File: src/rtl/hmlf_min_sched_pkg.sv
// Shared constants and state encoding for the windowed signed-minimum scheduler.
package hmlf_min_sched_pkg;

  localparam int HMLF_W   = 6;
  localparam int HMLF_WIN = 8;

  typedef enum logic [1:0] {
    ST_IDLE = 2'd0,
    ST_ACC  = 2'd1,
    ST_HOLD = 2'd2
  } hmlf_state_e;

endpackage

File: src/rtl/hmlf_min2.sv
// Combinational signed 2-input minimum; b wins only when strictly less than a.
module hmlf_min2 #(
  parameter int W = 6
) (
  input  logic signed [W-1:0] a,
  input  logic signed [W-1:0] b,
  output logic signed [W-1:0] min,
  output logic                b_lt_a
);

  assign b_lt_a = (b < a);
  assign min    = b_lt_a ? b : a;

endmodule

File: src/rtl/hmlf_min_sched.sv
// Collects WIN signed samples, reports the minimum and its first position, then holds
// the result until downstream takes it.
module hmlf_min_sched
  import hmlf_min_sched_pkg::*;
#(
  parameter int W   = HMLF_W,
  parameter int WIN = HMLF_WIN
) (
  input  logic                       clk,
  input  logic                       rst_n,
  input  logic                       clr,
  input  logic signed [W-1:0]        in_data,
  input  logic                       in_valid,
  output logic                       in_ready,
  output logic signed [W-1:0]        out_min,
  output logic [$clog2(WIN)-1:0]     out_idx,
  output logic                       out_valid,
  input  logic                       out_ready,
  output hmlf_state_e                state_dbg
);

  // Handshakes: a transfer happens on a rising edge where valid and ready are both 1;
  // valid never depends on ready, and a held result stays stable until it transfers.

  localparam int CW = $clog2(WIN + 1);
  localparam int IW = $clog2(WIN);
  localparam logic [CW-1:0] LAST = CW'(WIN - 1);

  hmlf_state_e         state, state_next;
  logic [CW-1:0]       cnt;
  logic signed [W-1:0] run_min;
  logic [IW-1:0]       run_idx;
  logic signed [W-1:0] cmp_min;
  logic                cmp_lt;
  logic                take;

  hmlf_min2 #(.W(W)) u_min2 (
    .a      (run_min),
    .b      (in_data),
    .min    (cmp_min),
    .b_lt_a (cmp_lt)
  );

  always_comb begin
    state_next = state;
    in_ready   = 1'b0;
    out_valid  = 1'b0;
    case (state)
      ST_IDLE: begin
        in_ready = 1'b1;
        if (in_valid) state_next = ST_ACC;
      end
      ST_ACC: begin
        in_ready = 1'b1;
        if (in_valid && cnt == LAST) state_next = ST_HOLD;
      end
      ST_HOLD: begin
        out_valid = 1'b1;
        if (out_ready) state_next = ST_IDLE;
      end
      default: state_next = ST_IDLE;
    endcase
    // Abort wins over any concurrent sample or result handshake.
    if (clr) state_next = ST_IDLE;
  end

  assign take = in_valid & in_ready & ~clr;

  always_ff @(posedge clk or negedge rst_n) begin
    if (!rst_n) state <= ST_IDLE;
    else        state <= state_next;
  end

  always_ff @(posedge clk or negedge rst_n) begin
    if (!rst_n) begin
      cnt     <= '0;
      run_min <= '0;
      run_idx <= '0;
    end else if (clr) begin
      cnt <= '0;
    end else if (take) begin
      if (state == ST_IDLE) begin
        run_min <= in_data;
        run_idx <= '0;
        cnt     <= CW'(1);
      end else begin
        // The count equals the position of the incoming sample within the window.
        if (cmp_lt) begin
          run_min <= cmp_min;
          run_idx <= cnt[IW-1:0];
        end
        cnt <= (cnt == LAST) ? '0 : cnt + 1'b1;
      end
    end
  end

  assign out_min   = run_min;
  assign out_idx   = run_idx;
  assign state_dbg = state;

endmodule

File: config.mk
export PLATFORM = sky130hd
export DESIGN_NAME = hmlf_min_sched
export DESIGN_NICKNAME = d
export VERILOG_FILES = /design/src/rtl/hmlf_min_sched_pkg.sv /design/src/rtl/hmlf_min2.sv /design/src/rtl/hmlf_min_sched.sv
export SDC_FILE = /design/constraint.sdc
export NUM_CORES = 1
export LEC_CHECK = 0
export CORE_UTILIZATION = 45
export DETAILED_ROUTE_END_ITERATION = 10
export GPL_TIMING_DRIVEN = 0
export PLACE_DENSITY_LB_ADDON = 0.15
export SLEW_MARGIN = 25
export SYNTH_ARGS = -nofsm -noshare
export SYNTH_HDL_FRONTEND = slang
export SYNTH_SLANG_ARGS = --single-unit
File: constraint.sdc
create_clock -name clk -period 2.5 [get_ports clk]
set_input_delay 0.75 -clock clk [delete_from_list [all_inputs] [get_ports clk]]
set_output_delay 0.75 -clock clk [all_outputs]
set_load 0.01 [all_outputs]
=== Word level (Yosys, flattened, before mapping) ===
Cells that the tools add are included.
Widths: inputs -> output; s select.

* Add/subtract/negate cells: 1
* Order comparisons: 1
* Equality and inequality tests: 6
* Muxes and demuxes: 15
* Bitwise operators: 3
* Reduce and logical (&&, ||, !) cells: 7

{| class="wikitable"
|+ Operators by type and width
! cell !! number
|-
| $mux 4 || 4
|-
| $mux 6 || 2
|-
| $ne 3x3->1 const B || 3
|-
| $mux 2 || 4
|-
| $lt 6x6->1 || 1
|-
| $mux 3 || 2
|-
| $pmux 2 s3 || 1
|-
| $reduce_and 3->1 || 2
|-
| $add 4x1->4 const B || 1
|-
| $eq 4x3->1 const B || 1
|-
| $reduce_bool 2->1 || 2
|-
| $and 1x1->1 || 2
|-
| $eq 2x1->1 const B || 1
|-
| $eq 2x2->1 const B || 1
|-
| $logic_not 2->1 || 1
|-
| $mux 1 || 2
|-
| $reduce_or 2->1 || 1
|-
| $logic_and 1x1->1 || 1
|-
| $not 1->1 || 1
|}

* Register bits: 15
* Bits of input ports: 11
* Output and inout port bits: 13
* Word-level logic and storage cells: 37

=== Logic depth before layout (Yosys ltp) ===
Gate-level depths: netlist of the first run.

* Depth in word-level cells: 7
* Depth in mapped cells: 7
* Gate-level depth less buffers: 7

=== Cells and area by module ===
A second synthesis of the first run with hierarchy kept.

* Cell total of the unflattened synthesis: 137
* Area total of the unflattened synthesis: 1167.4 um^2

{| class="wikitable"
|+ Modules (own cells, without submodules)
! module !! times used !! cells an instance !! area each (um^2) !! seq. area each (um^2)
|-
| hmlf_min_sched || 1 || 86 || 824.5 || 375.4
|-
| hmlf_min2 || 1 || 51 || 342.8 || 0.0
|}

=== Worst setup path before layout of the first run ===
Ideal clock, no wire load.

* Kind: input port to flip-flop
* Start: in in_data[5]
* End: reg run_min[0] (netlist: out_min[0])
* Setup time: 0.125 ns
* Arrival time: 2.024 ns
* Data required time: 2.375 ns
* Path slack: 0.351 ns
* Cell stages on the path: 5
* Path buffers: 0
* Cell sequence: ha_1 nor4b_2 o211ai_1 o21ai_4 mux2_2

* Longest elaborated chain between the ends: 3

{| class="wikitable"
|+ Ends and longest elaborated chain
! item !! line !! source
|-
| from (decl) || hmlf_min_sched.sv:12 || <nowiki>input logic signed [W-1:0] in_data,</nowiki>
|-
| $lt 6x6->1 || hmlf_min2.sv:11 || <nowiki>assign b_lt_a = (b < a);</nowiki>
|-
| $reduce_bool 2->1 (no line) || n/a ||
|-
| $reduce_and 3->1 (no line) || n/a ||
|-
| to (signal assigned) || hmlf_min_sched.sv:83 || <nowiki>run_min <= in_data;</nowiki>
|-
| to (signal assigned) || hmlf_min_sched.sv:89 || <nowiki>run_min <= cmp_min;</nowiki>
|-
| to (decl) || hmlf_min_sched.sv:31 || <nowiki>logic signed [W-1:0] run_min;</nowiki>
|}

Every way passes these cells.
A chain may end at the register's enable or synchronous reset.

=== Worst setup path in the final report of the first run ===
* Start: in in_data[5]
* End: reg run_min[4] (netlist: out_min[4])

Same word-level chain as after synthesis.

==> out/results.tsv, run 1 <==
stage	metric	value	unit
finish	FF/Latch Area	375	sq um
synth	Most used DFF post-synth	dfrtp_1	
synth	synth cell count leaders	dfrtp_1 (15), inv_1 (12), o21ai_0 (7)	
synth	mux cell area share after synthesis	11.8	%
finish	fin util	65.1	%
drt	routed len/inst	12.0	microns
synth	Post-synth EDFFs	0	
clock_network	clock tree buffer depth	2	
floorplan	Initial Utilization	47.9	%
clock_network	CTS tree	yes	
timing	final critical-path required period	2.32	ns
synth	Synth Area in XOR/XNOR	1.06	%
synth	Synth area leader	dfrtp_1	
floorplan	die area	2010	sq um
clock_network	CTS resizes	0	
synth	top area cells in the synthesized netlist	dfrtp_1 (45%), ha_1 (9.1%), mux2_2 (8.2%)	
floorplan	Die Ht	44.9	microns
synth	post-synthesis adder-cell area fraction	9.08	%
synth	sequential share of the synthesized area	45.4	%
synth	most frequent cell after synthesis	dfrtp_1	
drt	Residual DRC	0	
synth	synthesized area	827	sq um
drt	via count	670	
clock_network	total CTS buffers	3	
global_route	gr usage total	19.5	%
timing	Worst Max-Slew Pin Slew	0.687	ns
setup_path	crit path launch type	primary input	
timing	Relative slew margins	54.1	%
floorplan	Rows	15	
global_route	gr ovfl total	0	
global_route	initial antenna violation count	0	
global_route	first-pass GRT wire length	2730	microns
synth	Synth warnings	0	
place	post-DP HPWL	1200	microns
timing	Layout Skew	0.00677	ns
clock_network	clock-pin slew on the worst setup and hold paths	0.09	ns
drt	post-route ant nets	0	
synth	simple-gate share of the synthesized area	13.5	%
worst_hold_path	HP Class	reg2reg	
power	Power Density	666	nW/um^2
timing	Max Freq	0.431	GHz
synth	Avg Inst Size Synth	10.2	sq um
global_route	largest net degree at the start of global routing	16	
synth	compound-gate portion of the synthesized area	13.3	%
synth	post-synth top area share	45.4	%
drt	Detailed Route Iter0 Violations	1	
synth	asr flop ratio synth	100	%
finish	Layout area overhead	35.9	%
power	total power	0.749	mW
clock_network	clk sinks	15	
finish	fin nets	127	
synth	Post-Syn Instances	81	
finish	Filler Cell Count	157	
flow_run	max_cap viols	0	
floorplan	die width	44.9	microns
timing	final setup fails	0	
clock_network	Setup Buffers After CTS	0	
outcome	status	finished clean	
clock_network	CTS H-tree depth	1	
finish	area occupied by multi-input gates	403	sq um
setup_path	CP endpoint kind	flop	
setup_path	Data required, critical path	2.67	ns
global_route	vias in the first global route	641	
clock_network	Clock Latency Late Sink	0.28	ns
timing	Fin. Hold Viols	0	
place	IO Port Bufs	23	
drt	total wire length	1610	microns
clock_network	Clock Tree Root	clkbuf_4	
setup_path	Crit Path Class	in2reg	
floorplan	I/O pin count	24	
clock_network	# hold bufs at CTS	0	
power	P_leak	0.486	nW
synth	syn nets	98	
setup_path	Worst Path Arrival	2.49	ns
finish	ratio of cells with drive above 1 in the final layout	12.8	%
synth	Yosys cell types	23	
drt	1st-pass router iterations	2	
timing	RSZ-0062 raised after global routing	false	
synth	number of synthesized register bits	15	
floorplan	area of the core	1730	sq um
timing	final worst-path cycle share	92.8	%
setup_path	CP max FO	7	
finish	number of diodes	0	
drt	via/cell ratio	5.00	
synth	largest family of logic cells by synthesized area	simple AND/OR/NAND/NOR gates	
power	VDD IR-drop max	0.000615	V
timing	Max Slew Vio Count	0	
place	Routability Congestion	0.822	
-- stage by stage --
step / setup TNS (ns) / hold slack, ns / setup WS (ns) / std cells / instance area, sq um
finish: 0 / 0.525 / 0.180 / 134 / 1120
global route: 0 / 0.556 / 0.0505 / 134 / 1120
CTS: 0 / 0.537 / 0.0591 / 133 / 1120
detailed placement: -1.60 / 0.521 / -0.244 / 129 / 1090
global placement: -1.37 / 0.505 / -0.221 / 129 / 1090
floorplan: 0 / 0.454 / 0.351 / 81 / 827
-- power by group --
part | total [mW] | switching [mW] | internal, mW
sequential | 0.319 | 0.0319 | 0.288
clock | 0.137 | 0.0773 | 0.0594
combinational | 0.292 | 0.122 | 0.171
-- metal layers --
metal  track usage [%]  share of wire, %
met1              21.6                45
met2              34.1                49
met3              7.20               4.3
met4              7.27               1.3
met5                 0                 0
-- cells in the final DEF, fill, tap and decap left out, types with 2 or more instances in the layout --
| cell type | count |
|---|---|
| a21oi_1 | 4 |
| clkbuf_4 | 3 |
| clkdlybuf4s50_1 | 23 |
| dfrtp_1 | 15 |
| ha_1 | 6 |
| inv_1 | 12 |
| mux2_2 | 6 |
| mux2i_1 | 3 |
| nand2_1 | 3 |
| nand2b_1 | 2 |
| nand3_1 | 4 |
| nor2_1 | 6 |
| o211ai_1 | 2 |
| o21ai_0 | 7 |
-- cells by family after synthesis --
group / Yosys count
mux: 9
fa+ha+maj: 6
flops: 15
xor+xnor: 1
buf+inv: 13
simple gates: 20
compound gates: 17
-- flip-flops by register name (all words and copies together), names as in the netlist --
name,count
cnt,4
state_dbg,2
out_min,6
out_idx,3
-- worst max-delay path, cell delays in order --
cell             delay [ns]
clkdlybuf4s50_1        0.42
ha_1                   0.32
nor4b_2                0.20
o211ai_1               0.16
o21ai_4                0.27
mux2_2                 0.37
-- layout make-up --
class / instances / share of cell area [%]
clock inverters: 1 / 0.445
plain buffers: 1 / 0.334
inverters: 12 / 4.01
well taps: 25 / 2.78
multi-input cells: 53 / 35.9
repair buffers: 24 / 21.2
flip-flops and latches: 15 / 33.4
clock buffers: 3 / 2.00
-- final timing paths --
kind                             from      endpoint  slack (ns)  cells after the start
max                        in_data[5]    out_min[4]        0.18                      6
min                        out_idx[2]    out_idx[2]        0.52                      2
max reg2reg                out_min[5]    out_min[4]        0.67                      6
min reg2reg                out_idx[2]    out_idx[2]        0.52                      2
max in group asynchronous       rst_n  state_dbg[0]        1.19                      1
min in group asynchronous       rst_n    out_min[0]        0.87                      1
No activity file was read; power rests on OpenSTA's default activity.
==> run 2: changes to the inputs <==
- CORE_ASPECT_RATIO: default -> 1.2
- CORE_UTILIZATION: 45 -> 49
- PLACE_DENSITY: default -> 0.92
- PLACE_DENSITY_LB_ADDON: 0.15 -> default
- clock period: 2.5 -> 2.8 ns (I/O delays scaled with it)
==> run 2 against run 1 <==
Non-clock buffer count down 1; utilization up 8.5 points; register-to-register slack better by 0.19 ns; clock-buffer cell count up 1; flip-flop and latch count unchanged; combinational power down 11%; sequential share of layout area up 0.57 points; hold slack worse by 0.00062 ns; wire length up 4.7%.
==> out/results.tsv, run 2 (synthesis gave the netlist of run 1 again) <==
stage	metric	value	unit
timing	Relative slew margins	55.6	%
drt	total wire length	1680	microns
clock_network	clock tree buffer depth	2	
floorplan	Die Ht	47.0	microns
finish	fin util	73.6	%
finish	number of diodes	0	
clock_network	CTS H-tree depth	1	
drt	Residual DRC	0	
clock_network	clock-pin slew on the worst setup and hold paths	0.08	ns
floorplan	I/O pin count	24	
clock_network	CTS tree	yes	
setup_path	Data required, critical path	2.98	ns
floorplan	Rows	15	
timing	Layout Skew	0.00200	ns
power	Power Density	610	nW/um^2
global_route	initial antenna violation count	0	
finish	fin nets	126	
clock_network	clk sinks	15	
finish	commonest non-fill, non-tap cells in the layout	clkdlybuf4s50_1 (23), dfrtp_1 (15), inv_1 (12)	
setup_path	reg-to-reg startpoint	out_min[5]	
outcome	status	finished clean	
floorplan	area of the core	1500	sq um
finish	ratio of cells with drive above 1 in the final layout	11.1	%
clock_network	Setup Buffers After CTS	0	
clock_network	Clock Latency Late Sink	0.29	ns
setup_path	CP endpoint kind	flop	
global_route	gr usage total	22.3	%
drt	post-route ant nets	0	
finish	Layout area overhead	33.6	%
floorplan	die width	39.5	microns
worst_hold_path	hold_sp	out_idx[1]	
drt	1st-pass router iterations	4	
timing	final worst-path cycle share	90.1	%
setup_path	crit path launch type	primary input	
timing	Max Freq	0.396	GHz
timing	Fin. Hold Viols	0	
timing	RSZ-0062 raised after global routing	false	
global_route	largest net degree at the start of global routing	16	
drt	Detailed Route Iter0 Violations	9	
place	IO Port Bufs	23	
global_route	gr ovfl total	0	
worst_hold_path	HP Class	reg2reg	
flow_run	max_cap viols	0	
drt	routed len/inst	13.4	microns
clock_network	# hold bufs at CTS	0	
global_route	vias in the first global route	700	
drt	via/cell ratio	5.66	
power	VDD IR-drop max	0.000514	V
power	P_leak	0.479	nW
setup_path	CP startpoint	in_data[5]	
timing	final critical-path required period	2.52	ns
clock_network	CTS resizes	0	
clock_network	Clock Tree Root	clkbuf_4	
floorplan	die area	1860	sq um
place	post-DP HPWL	1320	microns
finish	Largest register FFs	6	
place	Routability Congestion	0.889	
drt	via count	708	
timing	Worst Max-Slew Pin Slew	0.665	ns
setup_path	CP max FO	9	
finish	commonest non-fill, non-tap cell in the layout	clkdlybuf4s50_1	
timing	worst hold slack	0.524	ns
timing	Max Slew Vio Count	0	
global_route	first-pass GRT wire length	2720	microns
clock_network	total CTS buffers	3	
setup_path	Worst Path Arrival	2.70	ns
timing	setup TNS	0	ns
floorplan	Initial Utilization	55.1	%
timing	final setup fails	0	
setup_path	Crit Path Class	in2reg	
run 2: changes by cell type in the layout (fill, tap and decap cells not counted):
cell,change
buf_4,-1
clkbuf_1,+1
clkinv_2,-1
run 2: final cells by class:
cell class                 count  area [sq um]
fill                         109           397
inverter                      12          45.0
sequential                    15           375
buffer                         1          3.75
timing repair buffer          23           230
multi-input combinational     53           403
tap                           17          21.3
clock buffer                   4          26.3
run 2: through the flow:
step / instances / power [mW] / worst slack, ns / area (sq um)
floorplan: 81 / 0.427 / 0.561 / 827
global route: 125 / 0.725 / 0.145 / 1100
detailed placement: 121 / 0.557 / -0.0393 / 1080
CTS: 125 / 0.684 / 0.266 / 1100
finish: 125 / 0.674 / 0.276 / 1100
global placement: 121 / 0.544 / -0.00982 / 1080
run 2: per-layer routing:
metal / GRT usage [%] / vias up / share of wire [%]
li1: - / 335 / -
met4: 9.66 / 0 / 2.2
met2: 41.3 / 27 / 56
met1: 22.3 / 342 / 38
met3: 7.11 / 4 / 4.1
met5: 0 / - / 0
run 2: where the power goes:
group / internal [mW] / switching, mW / leakage [nW]
logic: 0.151 / 0.110 / 0.271
registers: 0.257 / 0.0310 / 0.192
clock network: 0.0555 / 0.0697 / 0.0150
run 2: worst paths after layout:
check | depth (start not counted) | to | slack (ns)
min | 2 | out_idx[1] | 0.52
min reg2reg | 2 | out_idx[1] | 0.52
max in group asynchronous | 1 | out_min[3] | 1.43
min in group asynchronous | 1 | state_dbg[1] | 0.95
max | 6 | out_min[4] | 0.28
max reg2reg | 6 | out_min[4] | 0.86
run 2: worst max-delay path, stage by stage:
cell and delay (ns):
clkdlybuf4s50_1 0.43, ha_1 0.33, nor4b_2 0.19, o211ai_1 0.17, o21ai_4 0.37, mux2_2 0.38
==> run 3: changes to the inputs <==
- CAP_MARGIN: default -> 20
- SLEW_MARGIN: 25 -> default
==> results of run 3 <==
No change in the layout: final DEF, timing and power equal those of run 2.
==> edit 1 (flow settings as in run 1) <==
`HMLF_WIN`: 8 -> 16.
--- a/src/rtl/hmlf_min_sched_pkg.sv
+++ b/src/rtl/hmlf_min_sched_pkg.sv
@@ -4,3 +4,3 @@
   localparam int HMLF_W   = 6;
-  localparam int HMLF_WIN = 8;
+  localparam int HMLF_WIN = 16;
 
Interface: changed (resized out_idx); port bits go from 24 to 25. No check against the original RTL was run, so the function may have changed too.
==> edit 1 against run 1 <==
Worst setup slack got worse by 0.078 ns; cell count rose by 6.0%; clock power rose by 14%; non-clock buffer count grew 3; synthesized area is 12% higher; routed wire length is 11% higher; die area grew 11%; sequential cell count is 2 higher; synthesized cell count up 7.4%; critical endpoint unchanged; via count rose by 10%; cell area is 11% higher; total power decreased by 2.3%.
==> edit 1: results (changes against run 1) <==
run status = complete, no violations
worst-case headroom to the max-slew limit = 48.65% (-5.4 points)
Fillers = 174 (+11%)
Wirelength per Cell = 12.60 um (+5.2%)
most frequent cells after synthesis = sky130_fd_sc_hd__dfrtp_1, sky130_fd_sc_hd__inv_1, sky130_fd_sc_hd__nor2_1
r2r worst-path depth = 8 (+2)
global-route met2 utilization = 30.68% (-3.4 points)
overall fraction of global-route tracks in use = 19.54% (about the same)
HPWL reported at the end of detailed placement = 1.286 mm (+7.0%)
Compound-Gate Fraction of Synth Area = 16.40% (+3.1 points)
First DRT Iteration DRCs = 6 (+5)
GPL Wtd Cong = 0.8067 (-1.8%)
share of cell area taken by muxes after synthesis = 9.756% (-2.0 points)
nets@finish = 133 (+4.7%)
grt met1 use = 24.58% (+2.9 points)
launch point of the worst reg-to-reg path = out_min[3]
startpoint of the lowest-slack hold path = state_dbg[1]
met3 track utilization from global routing = 4.615% (-2.6 points)
routed wl met3 = 111 um (+61%)
Skew-Pair Late Insertion Delay = 0.30 ns (+0.02 ns)
Met1 Wirelength = 822 um (+14%)
Critical Path Source = in_data[1]
switching power = 0.2239 mW (-3.0%)
number of global-route vias before repair = 686 (+7.0%)
arrival time reported for the critical path endpoint = 2.60 ns (+0.11 ns)
Net Count, Synth = 104 (+6.1%)
count of TritonRoute iterations in the first routing pass = 4 (+2)
worst ir drop on vdd = 0.3729 mV (-39%)
final wirelength = 1.789 mm (+11%)
maximum clock skew at final layout = 0.001625 ns (-0.005147 ns)
static power due to leakage = 0.5775 nW (+19%)
sequential fraction of the synthesis area = 46.07% (+0.68 points)
ratio of routed vias to standard cells = 5.190 (+3.8%)
area share of fa/ha/maj cells after synthesis = 8.130% (-0.95 points)
placed cell area = 1200 sq um (+10%)
Post-CTS Resized = 6 (+6)
## edit 1: power by group through the flow
stage          Clock (mW)  Sequential [mW]  Combinational, mW
2_1_floorplan           0            0.342              0.132
3_3_place_gp            0            0.329              0.236
3_5_place_dp            0            0.332              0.240
4_1_cts             0.160            0.326              0.252
5_1_grt             0.167            0.331              0.278
6_report            0.156            0.325              0.250
## edit 1: layout make-up
type                    count  area, sq um  share of cell area [%]
well taps                  27        33.78                   2.711
clock inverters             1        5.005                  0.4016
plain buffers               4        22.52                   1.807
multi-input cells          58        470.5                   37.75
repair buffers             24        236.5                   18.98
flip-flops and latches     17        425.4                   34.14
clock buffers               3        22.52                   1.807
inverters                   8        30.03                   2.410
## edit 1: worst paths after layout
| check | end | slack [ns] |
|---|---|---|
| setup / recovery | out_min[4] | 0.10 |
| hold / removal | state_dbg[0] | 0.51 |
| setup reg to reg | out_min[4] | 0.26 |
| hold reg to reg | state_dbg[0] | 0.51 |
| max in group asynchronous | cnt[3] | 1.14 |
| min in group asynchronous | out_min[3] | 0.89 |
==> edit 2 (settings of run 1) <==
Without the edit above. Register the output `state_dbg` once more, without a reset; this adds one clock of latency there. The other outputs are not delayed to match.
--- a/src/rtl/hmlf_min_sched.sv
+++ b/src/rtl/hmlf_min_sched.sv
@@ -98,3 +98,5 @@
   assign out_idx   = run_idx;
-  assign state_dbg = state;
+  always_ff @(posedge clk) begin
+    state_dbg <= state;
+  end
 
Formal check against the unedited RTL: not equivalent (a bounded check fails within 4 cycles, from zero or initial values and one cycle with rst_n low).
==> edit 2 against run 1 <==
Sequential cell count up 2; synthesized area is 13% higher; total power increased by 21%; clock skew fell by 0.0041 ns; count of clock-buffer cells in the layout unchanged; sequential share of layout area fell by 0.47 points; routed wire length rose by 26%; synthesized cell count is 17% higher; cell area grew 12%; via count rose by 19%; worst setup slack got worse by 0.15 ns; critical path type unchanged; largest power group is now combinational cells.
==> edit 2: results (changes against run 1) <==
nets@finish = 142 (+12%)
count of TritonRoute iterations in the first routing pass = 6 (+4)
final wirelength = 2.024 mm (+26%)
worst setup timing slack at the placement stage = -0.4583 ns (-0.2140 ns)
XOR/XNOR Fraction of Synth Area = 0% (-1.1 points)
count of mapped cells out of synthesis = 95 (+17%)
share of flip-flops with an asynchronous set or reset = 88.24% (-12 points)
clock network fraction of total power = 16.5% (-1.8 points)
overall fraction of global-route tracks in use = 20.30% (+0.77 points)
placed cell area = 1186 sq um (+9.0%)
worst ir drop on vdd = 0.4468 mV (-27%)
Wirelength per Cell = 13.40 um (+12%)
Compound-Gate Fraction of Synth Area = 12.21% (-1.1 points)
ratio of routed vias to standard cells = 5.285 (+5.7%)
Post-CTS Resized = 5 (+5)
global-route wire length before repair = 3.139 mm (+15%)
Net Sw Frac = 32.12% (+1.3 points)
Port-buffer cells = 22 (-4.3%)
layout cell share with drive strength beyond 1 = 16.13% (+3.3 points)
run status = complete, no violations
Net Count, Synth = 112 (+14%)
HPWL reported at the end of detailed placement = 1.447 mm (+20%)
share of cell area taken by muxes after synthesis = 9.664% (-2.1 points)
sequential fraction of the synthesis area = 44.56% (-0.82 points)
Least-Margin Pin Slew = 0.6965 ns (+0.009976 ns)
Clk power = 0.149 mW (+9%)
count of unique library cells instantiated by Yosys = 29 (+26%)
static power due to leakage = 0.5843 nW (+20%)
area share of fa/ha/maj cells after synthesis = 8.054% (-1.0 points)
[edit 2: changes by cell type in the layout (fill, tap and decap cells not counted), moves of 3 or more]
cell                                     run 1  this run
sky130_fd_sc_hd__nand2_1                     3        11
sky130_fd_sc_hd__mux2_2                      6         0
sky130_fd_sc_hd__mux2_4                      0         6
sky130_fd_sc_hd__o21ai_0                     7         2
sky130_fd_sc_hd__clkdlybuf4s50_1            23        19
sky130_fd_sc_hd__inv_1                      12         9
sky130_fd_sc_hd__mux2i_1                     3         0
[edit 2: worst max-delay path, stage by stage]
cell and delay (ns):
sky130_fd_sc_hd__clkdlybuf4s50_1 0.43, sky130_fd_sc_hd__ha_1 0.31, sky130_fd_sc_hd__inv_2 0.05, sky130_fd_sc_hd__o211ai_1 0.11, sky130_fd_sc_hd__and2_1 0.19, sky130_fd_sc_hd__a311o_1 0.36
sky130_fd_sc_hd__buf_6 0.15, sky130_fd_sc_hd__mux2_4 0.30
[edit 2: final timing paths]
kind	depth (start not counted)	slack [ns]	from	endpoint
min in group asynchronous	1	0.87	rst_n	state[1]
max in group asynchronous	1	1.19	rst_n	out_min[0]
min	0	0.46	state[1]	state_dbg[1]
max reg2reg	8	0.33	out_min[5]	out_min[2]
max	8	0.03	in_data[1]	out_min[2]
min reg2reg	0	0.46	state[1]	state_dbg[1]
[edit 2: final cells by class]
type / instances / area, sq um
multi-input cells: 65 / 484.2
clock buffers: 3 / 22.52
plain buffers: 3 / 20.02
repair buffers: 25 / 242.7
inverters: 10 / 37.54
clock inverters: 1 / 5.005
fillers: 164 / 700.7
flip-flops and latches: 17 / 415.4
well taps: 27 / 33.78
[edit 2: routing by layer]
layer	global-route usage [%]	wire length [um]	up-vias
met2	33.15	992	21
met5	0	0	-
met3	2.642	83	4
li1	-	-	386
met1	25.82	906	387
met4	11.43	42	0
